### config.mk
export PLATFORM = sky130hd
export DESIGN_NAME = sync_fifo_fwft_flat
export DESIGN_NICKNAME = d
export VERILOG_FILES = /design/src/rtl/sync_fifo_fwft_if.sv /design/src/rtl/sync_fifo_fwft.sv /design/src/flat_wrapper.sv
export SDC_FILE = /design/constraint.sdc
export NUM_CORES = 1
export LEC_CHECK = 0
export CORE_ASPECT_RATIO = 0.6
export CORE_MARGIN = 3
export CORE_UTILIZATION = 66
export CTS_CLUSTER_SIZE = 10
export DETAILED_ROUTE_END_ITERATION = 6
export PLACE_DENSITY = 0.81
export SETUP_SLACK_MARGIN = 0.02
export SLEW_MARGIN = 20
export SYNTH_ARGS = -nofsm -noshare
export SYNTH_HDL_FRONTEND = slang
export SYNTH_SLANG_ARGS = --single-unit
### constraint.sdc
create_clock -name clk -period 5 [get_ports clk]
set_clock_uncertainty 0.2 [all_clocks]
set_input_delay 1 -clock clk [delete_from_list [all_inputs] [get_ports clk]]
set_output_delay 1 -clock clk [all_outputs]
set_load 0.01 [all_outputs]
### src/rtl/sync_fifo_fwft_if.sv
// Valid/ready handshake bundle for both sides of sync_fifo_fwft.
// The parity sidebands exist only when SYNC_FIFO_PARITY_EN is defined.
interface sync_fifo_fwft_if #(
  parameter int DATA_WIDTH = 8
);
  logic                  in_valid;
  logic                  in_ready;
  logic [DATA_WIDTH-1:0] in_data;
  logic                  out_valid;
  logic                  out_ready;
  logic [DATA_WIDTH-1:0] out_data;
`ifdef SYNC_FIFO_PARITY_EN
  logic                  inj_parity_err;
  logic                  out_parity_err;
`endif

  // The FIFO is the slave on both handshakes; the environment is the master.
  modport slave (
    input  in_valid,
    input  in_data,
    input  out_ready,
`ifdef SYNC_FIFO_PARITY_EN
    input  inj_parity_err,
    output out_parity_err,
`endif
    output in_ready,
    output out_valid,
    output out_data
  );

  modport master (
    output in_valid,
    output in_data,
    output out_ready,
`ifdef SYNC_FIFO_PARITY_EN
    output inj_parity_err,
    input  out_parity_err,
`endif
    input  in_ready,
    input  out_valid,
    input  out_data
  );
endinterface

### src/rtl/sync_fifo_fwft.sv
// First-word-fall-through synchronous FIFO whose array read register is the output stage.
// Defining SYNC_FIFO_PARITY_EN stores an even-parity bit per word and reports mismatches.
module sync_fifo_fwft #(
  parameter int DATA_WIDTH = 8,
  parameter int ADDR_WIDTH = 5,
  parameter int AF_LEVEL   = 2**ADDR_WIDTH - 2,
  parameter int AE_LEVEL   = 2
) (
  input  logic                clk,
  input  logic                rstn,
  input  logic                flush,
  input  logic                err_clear,
  sync_fifo_fwft_if.slave     bus,
  output logic [ADDR_WIDTH:0] count,
  output logic                almost_full,
  output logic                almost_empty,
  output logic                overflow,
  output logic                underflow
);

  localparam int DEPTH = 2**ADDR_WIDTH;
  localparam int PTR_W = ADDR_WIDTH + 1;
`ifdef SYNC_FIFO_PARITY_EN
  localparam int WORD_W = DATA_WIDTH + 1;
`else
  localparam int WORD_W = DATA_WIDTH;
`endif
  localparam logic [PTR_W-1:0] DEPTH_CNT = PTR_W'(DEPTH);
  localparam logic [PTR_W-1:0] AF_CNT    = PTR_W'(AF_LEVEL);
  localparam logic [PTR_W-1:0] AE_CNT    = PTR_W'(AE_LEVEL);
  localparam logic [PTR_W-1:0] ONE       = PTR_W'(1);

  logic [WORD_W-1:0]     mem [DEPTH];
  logic [PTR_W-1:0]      wr_ptr;
  logic [PTR_W-1:0]      rd_ptr;
  logic                  out_valid_q;
  logic [DATA_WIDTH-1:0] out_data_q;
  logic                  in_ready_c;
  logic                  push;
  logic                  pop;
  logic                  arr_nonempty;
  logic                  rd_issue;
  logic                  ovf_event;
  logic                  unf_event;
  logic [WORD_W-1:0]     wr_word;
  logic [WORD_W-1:0]     rd_word;

  assign in_ready_c   = count < DEPTH_CNT;
  assign push         = bus.in_valid & in_ready_c;
  assign pop          = out_valid_q & bus.out_ready;
  assign arr_nonempty = wr_ptr != rd_ptr;
  // The output stage refills whenever it is empty or being drained this cycle.
  assign rd_issue     = arr_nonempty & (~out_valid_q | pop);
  assign ovf_event    = bus.in_valid & ~in_ready_c;
  assign unf_event    = bus.out_ready & ~out_valid_q;
  assign rd_word      = mem[rd_ptr[ADDR_WIDTH-1:0]];

`ifdef SYNC_FIFO_PARITY_EN
  assign wr_word = {(^bus.in_data) ^ bus.inj_parity_err, bus.in_data};
`else
  assign wr_word = bus.in_data;
`endif

  assign bus.in_ready  = in_ready_c;
  assign bus.out_valid = out_valid_q;
  assign bus.out_data  = out_data_q;
  assign almost_full   = count >= AF_CNT;
  assign almost_empty  = count <= AE_CNT;

  always_ff @(posedge clk) begin
    if (push && !flush) begin
      mem[wr_ptr[ADDR_WIDTH-1:0]] <= wr_word;
    end
  end

  always_ff @(posedge clk or negedge rstn) begin
    if (!rstn) begin
      wr_ptr      <= '0;
      rd_ptr      <= '0;
      count       <= '0;
      out_valid_q <= 1'b0;
      out_data_q  <= '0;
    end else if (flush) begin
      wr_ptr      <= '0;
      rd_ptr      <= '0;
      count       <= '0;
      out_valid_q <= 1'b0;
    end else begin
      if (push) begin
        wr_ptr <= wr_ptr + ONE;
      end
      if (rd_issue) begin
        out_data_q  <= rd_word[DATA_WIDTH-1:0];
        rd_ptr      <= rd_ptr + ONE;
        out_valid_q <= 1'b1;
      end else if (pop) begin
        out_valid_q <= 1'b0;
      end
      if (push && !pop) begin
        count <= count + ONE;
      end else if (!push && pop) begin
        count <= count - ONE;
      end
    end
  end

`ifdef SYNC_FIFO_PARITY_EN
  logic parity_q;

  // Parity of the stored word travels with out_data, so it also holds across a flush.
  always_ff @(posedge clk or negedge rstn) begin
    if (!rstn) begin
      parity_q <= 1'b0;
    end else if (!flush && rd_issue) begin
      parity_q <= ^rd_word;
    end
  end

  assign bus.out_parity_err = out_valid_q & parity_q;
`endif

  // A fresh error event outranks err_clear in the same cycle.
  always_ff @(posedge clk or negedge rstn) begin
    if (!rstn) begin
      overflow  <= 1'b0;
      underflow <= 1'b0;
    end else begin
      overflow  <= (overflow & ~err_clear) | ovf_event;
      underflow <= (underflow & ~err_clear) | unf_event;
    end
  end

endmodule

### src/flat_wrapper.sv
// flat-port wrapper written by rule: the top's interface ports become plain ports
module sync_fifo_fwft_flat 
#(
  parameter int DATA_WIDTH = 8,
  parameter int ADDR_WIDTH = 5,
  parameter int AF_LEVEL   = 2**ADDR_WIDTH - 2,
  parameter int AE_LEVEL   = 2
)
  (clk, rstn, flush, err_clear, count, almost_full, almost_empty, overflow, underflow, bus_in_valid, bus_in_data, bus_out_ready, bus_in_ready, bus_out_valid, bus_out_data);
  sync_fifo_fwft_if #(.DATA_WIDTH(DATA_WIDTH)) bus_i ();
  input  logic clk;
  input  logic rstn;
  input  logic flush;
  input  logic err_clear;
  output logic [ADDR_WIDTH:0] count;
  output logic almost_full;
  output logic almost_empty;
  output logic overflow;
  output logic underflow;
  input wire logic [$bits(bus_i.in_valid)-1:0] bus_in_valid;
  input wire logic [$bits(bus_i.in_data)-1:0] bus_in_data;
  input wire logic [$bits(bus_i.out_ready)-1:0] bus_out_ready;
  output wire logic [$bits(bus_i.in_ready)-1:0] bus_in_ready;
  output wire logic [$bits(bus_i.out_valid)-1:0] bus_out_valid;
  output wire logic [$bits(bus_i.out_data)-1:0] bus_out_data;
  assign bus_i.in_valid = bus_in_valid;
  assign bus_i.in_data = bus_in_data;
  assign bus_i.out_ready = bus_out_ready;
  assign bus_in_ready = bus_i.in_ready;
  assign bus_out_valid = bus_i.out_valid;
  assign bus_out_data = bus_i.out_data;
  sync_fifo_fwft #(.DATA_WIDTH(DATA_WIDTH), .ADDR_WIDTH(ADDR_WIDTH), .AF_LEVEL(AF_LEVEL), .AE_LEVEL(AE_LEVEL)) u_core (.clk(clk), .rstn(rstn), .flush(flush), .err_clear(err_clear), .bus(bus_i), .count(count), .almost_full(almost_full), .almost_empty(almost_empty), .overflow(overflow), .underflow(underflow));
endmodule
**Word-level counts from Yosys, hierarchy flattened**

Memories as Yosys holds them, arrays and structs flattened. A register that Yosys moved wholly into a read port is not among the register bits.
Cells that the tools add are included.

- Flip-flop bits (word level): 21
- Bits in latches: 0
- Memory bits (writable): 256
- Bits in read-only memories: 0
- Bits of input ports: 14
- Output and inout port bits: 20
- Word-level logic and storage cells: 53
- Memories kept: 1

Memories:

| memory | depth | width | rd ports | clocked after memory_dff | write ports | line | source |
|---|---|---|---|---|---|---|---|
| u_core.mem | 32 | 8 | 1 | 1 | 1 | sync_fifo_fwft.sv:33 | `logic [WORD_W-1:0] mem [DEPTH];` |

- $add $sub $neg: 4
- Multipliers: 0
- Divide/modulo/power cells: 0
- Order comparisons: 3
- Eq/ne operators: 1
- Shift operators: 0
- Mux-type cells: 12
- Bitwise gates (word level): 14
- Reduce and logical (&&, ||, !) cells: 12

Operator list:

| cell | count |
|---|---|
| two-way mux 6 bit | 7 |
| adder 6 x 1 -> 6 bit, second input constant | 3 |
| bitwise AND 1 bit | 7 |
| >= comparator 6 x 5 -> 1 bit, second input constant | 1 |
| <= comparator 6 x 2 -> 1 bit, second input constant | 1 |
| < comparator 6 bit, second input constant | 1 |
| != test 6 bit | 1 |
| nonzero test 3 bit | 2 |
| subtractor 6 x 1 -> 6 bit, second input constant | 1 |
| two-way mux 1 bit | 5 |
| zero test 1 bit | 4 |
| NOT 1 bit | 4 |
| nonzero test 2 bit | 2 |
| logical AND 1 bit | 3 |
| bitwise OR 1 bit | 3 |
| AND reduction 2 bit | 1 |

**Depth between registers and ports, before layout**

- Depth in word-level cells: 7
- Mapped depth: 10
- Gate-level depth less buffers: 9

**Worst setup path before layout**

OpenSTA, ideal clock, no wires.

- Path kind: input-to-reg
- Start point: input bus_in_valid
- End point: register u_core.count[5]
- Library setup time: 0.136 ns
- Data arrival time: 2.473 ns
- Required time: 4.664 ns
- Slack: 2.190 ns
- Cell stages on the path: 10
- Buffers on the path: 1
- Path through: nor2b_1 -> buf_2 -> nand2_1 -> ha_1 -> a21o_1 -> a21oi_1 -> nor2b_1 -> o21ai_0 -> a21o_1 -> a21oi_1

- Word-level cells in the longest chain between the ends: 4
- Elaborated cells between the ends (all ways): 7
- Those cells by class: mux: 2; bitwise: 1; reduce/logical: 4

RTL lines:

| what | line | source |
|---|---|---|
| start, declared | flat_wrapper.sv:20 | `input wire logic [$bits(bus_i.in_valid)-1:0] bus_in_valid;` |
| bitwise AND 1 bit (*) | sync_fifo_fwft.sv:49 | `assign push = bus.in_valid & in_ready_c;` |
| logical AND 1 bit or zero test 1 bit (tied branches) | sync_fifo_fwft.sv:99, sync_fifo_fwft.sv:101 |  |
| two-way mux 6 bit or logical AND 1 bit (tied branches) | sync_fifo_fwft.sv:99, sync_fifo_fwft.sv:101 |  |
| two-way mux 6 bit or nonzero test 3 bit (tied branches) | n/a |  |
| end signal, assigned | sync_fifo_fwft.sv:100 | `count <= count + ONE;` |
| end signal, assigned | sync_fifo_fwft.sv:102 | `count <= count - ONE;` |
| end, declared | sync_fifo_fwft.sv:14 | `output logic [ADDR_WIDTH:0] count,` |

Every way passes the cells marked *; elsewhere a longest branch is shown, timed or not.
A chain may end at the register's enable or synchronous reset.

**Worst setup path after layout**

- Start point: input bus_in_valid
- End point: memory u_core.mem[7][3] (netlist bit), enable pin

- Word-level cells in the longest chain between the ends: 4

RTL lines:

| what | line | source |
|---|---|---|
| bitwise AND 1 bit | sync_fifo_fwft.sv:49 |  |
| logical AND 1 bit | sync_fifo_fwft.sv:71 | `if (push && !flush) begin` |
| two-way mux 1 bit | sync_fifo_fwft.sv:71 |  |
| two-way mux 1 bit (implied by the code) | sync_fifo_fwft.sv:72 | `mem[wr_ptr[ADDR_WIDTH-1:0]] <= wr_word;` |
| end, declared | sync_fifo_fwft.sv:33 |  |

No other way between the ends.

==> summary.txt <==
Timing
  • Setup tns final: 0 ps
  • Worst Max-Slew Pin Slew: 1120 ps
  • Final Max Slew Viols: 0
  • Rel. slew slack: ~26%
  • Tcrit/Tclk final: 68.3%
  • Final hold vios: 0
  • Highest clock rate: 0.293 GHz
  • RSZ-0062 raised after global routing: false
  • Final setup fails: 0
  • Min Clock Period, post-route: 3420 ps

Drt
  • Vias post-DR: 6263
  • Drt pass-1 iters: 5
  • Drt wl/cell: 31.5 µm
  • Met3 wire length: about 4000 µm
  • Vias/cell: 7.04
  • Highest Signal Layer: met4
  • Final ANT Viol Nets: 0
  • DRC: 0
  • Met2 Routed Length: ~12000 µm
  • Initial drt markers: 1169
  • Drt total wl: 28000 µm
  • Routed length on met1: approximately 11000 µm

Power and ir drop
  • PwrDens: 499 nW/µm²
  • P_leak: 4.24 nW
  • Max VDD drop: 0.433 mV

Logic synthesis
  • Number of synthesized flops with an enable pin: 256
  • Sequential-to-total area share from yosys stat: between 70% and 80%
  • Syn. warnings: 0
  • Number of synthesized register bits: 285
  • Post-synthesis cell type count: 39
  • Synthesized Nets: 620
  • Post-synthesis cell area: about 11000 µm²
  • Primary FF master, synth: edfxtp_1
  • Post-Synthesis Cells: between 500 and 600
  • Average size of a mapped cell: approximately 19 µm²
  • Share of flip-flops with an asynchronous set or reset: 10.2%

Die
  • Core area: 16600 µm²
  • Die Y: approximately 110 µm
  • Die X: 176 µm
  • Initial Util: 68.9%
  • Ports: 34
  • Full die area: 19000 µm²
  • Cell Rows: 36

Finish
  • Diode count: 0
  • Non-Filler Instances: 889
  • Final #Nets: 666
  • Layout area overhead: 12.3%
  • Layout cell share with drive strength beyond 1: 15.9%

Worst setup path
  • Critical path class: in -> reg
  • CP Data Arrival Time: 3350 ps
  • Worst-path cell chain: clkdlybuf4s50_1 > nor2b_1 > buf_4 > nor2b_1 > nand2_1 > nor2_1
  • WP data required: 4940 ps
  • CP max stage delay: 750 ps
  • CP Capture Type: register
  • Critical path peak fanout: 9
  • CP max-delay cell: nor2_1
  • R2r setup slk: 2000 ps
  • Crit path buf inv count: 2
  • Most frequent CP cell: nor2b_1
  • Crit start category: input pin
  • Crit path max-delay family: simple AND/OR/NAND/NOR gates

Clocking
  • CTS resizes: 0
  • CTS Hold Bufs: 0
  • Postcts setup bufs: 0
  • Clock slew at reported path FFs: 60 ps
  • Clock sinks: 285
  • TritonCTS Buffers: 34
  • CTS tree: done
  • Worst-Skew Late Latency: 510 ps
  • H-tree depth: 2
  • Clock buffer depth: 3
  • Root Driver: clkbuf_16

Placement
  • RD Place Congestion: 0.936
  • # placed instances: 833
  • DP Wirelength: approximately 16000 µm
  • Port buffer count: 33

Global routing
  • Total gr overflow: 0
  • Vias in the first global route: 6058
  • All-Layer GR Usage: between 30% and 40%
  • Initial antenna violation count: 0
  • First-pass GRT wire length: 41200 µm
  • Largest net degree at the start of global routing: 59

Worst hold path
  • Hold Path Class: reg -> reg

Status
  • Status: finished, final reports clean

Run
  • Max cap viols: 0
## sequential cells by signal (all words and copies together) (netlist names)
name                  count
u_core.rd_ptr             6
u_core.count              6
u_core.bus.out_data       8
u_core.mem              256
u_core.overflow           1
u_core.bus.out_valid      1
u_core.underflow          1
u_core.wr_ptr             6
## synth_stat cells (11+ instances only)
cell      instances  area share (%)
buf_2            11            0.48
edfxtp_1        256              67
dfrtp_1          29             6.3
inv_1            11            0.36
o22ai_1          33             1.8
nand2_1          25            0.82
xor2_1           15             1.1
mux4_2           43             8.5
mux4_1           21             4.8
nor2_1           50             1.6
## final timing paths
kind	start	endpoint	depth (start not counted)
max in group asynchronous	rstn	u_core.rd_ptr[0]	2
min	u_core.bus.out_data[2]	u_core.bus.out_data[2]	2
min reg2reg	u_core.bus.out_data[2]	u_core.bus.out_data[2]	2
min in group asynchronous	rstn	u_core.count[2]	2
max	bus_in_valid	u_core.mem[7][3]	6
max reg2reg	u_core.rd_ptr[1]	u_core.bus.out_data[6]	5
## tightest hold or removal path: stages, from the launching register on
cell	delay, ps
dfrtp_1	330
nand2_1	60
o21ai_1	60
## cell type report
class / instances / area [µm²]
fill: 837 / 3760
clock inverter: 2 / 38.8
inverter: 11 / 41.3
sequential: 285 / 8420
multi-input combinational: 270 / 2780
timing repair buffer: 40 / 360
clock buffer: 53 / 943
tap: 228 / 285
## routing by layer
layer  vias up  track usage [%]
met5         -                0
li1       2507                -
met1      3150             47.3
met2       543             44.3
met3        63             9.16
met4         0             7.45
## cells in the final DEF (no fill, tap or decap), types with 2 or more instances in the layout
master,Yosys,final
dfrtp_1,29,27
o21ai_1,8,8
buf_4,2,6
edfxtp_1,256,256
or3_1,5,5
clkbuf_16,0,35
nand4_1,4,4
nand2_1,25,25
nor2_1,50,50
o22ai_1,33,33
mux4_2,43,43
or4_1,9,9
nand3b_2,3,3
inv_1,11,11
ha_1,9,9
mux4_1,21,21
o21ai_0,4,4
clkdlybuf4s50_1,0,26
nand3b_1,3,3
xor2_1,15,15
nor2b_1,4,4
xnor2_1,4,4
a21oi_1,9,9
nand3_1,2,2
o31ai_1,4,4
buf_2,11,7
or3b_2,4,4
clkbuf_1,4,18
a21o_1,3,3
## logic make-up (layout without fill, tap and decap cells)
logic type      count (synthesis)  in the layout  share of synthesized area (%)
simple gates                  112            112                           4.83
compound gates                 64             64                           3.45
mux                            65             65                           13.4
xor+xnor                       19             19                           1.45
buf+inv                        41            106                           2.30
fa+ha+maj                      10             10                           1.16
flops                         285            285                           73.4
## power breakdown
group          internal [W]  switching, W  total [W]
clock               0.00134      0.000901    0.00224
combinational      0.000673      0.000614    0.00129
sequential          0.00269      0.000201    0.00290
total               0.00471       0.00172    0.00642
## metrics by stage
step	utilization, %	cell area [µm²]	power (W)	setup WS [ps]	hold slack, ps
floorplan	-	11500	0.00380	2190	321
global placement	71.4	11900	0.00413	1300	271
detailed placement	71.4	11900	0.00418	1150	278
CTS	77.3	12800	0.00642	1590	292
global route	77.4	12900	0.00663	1570	329
finish	77.4	12900	0.00642	1580	291
No activity file was read; power rests on OpenSTA's default activity.
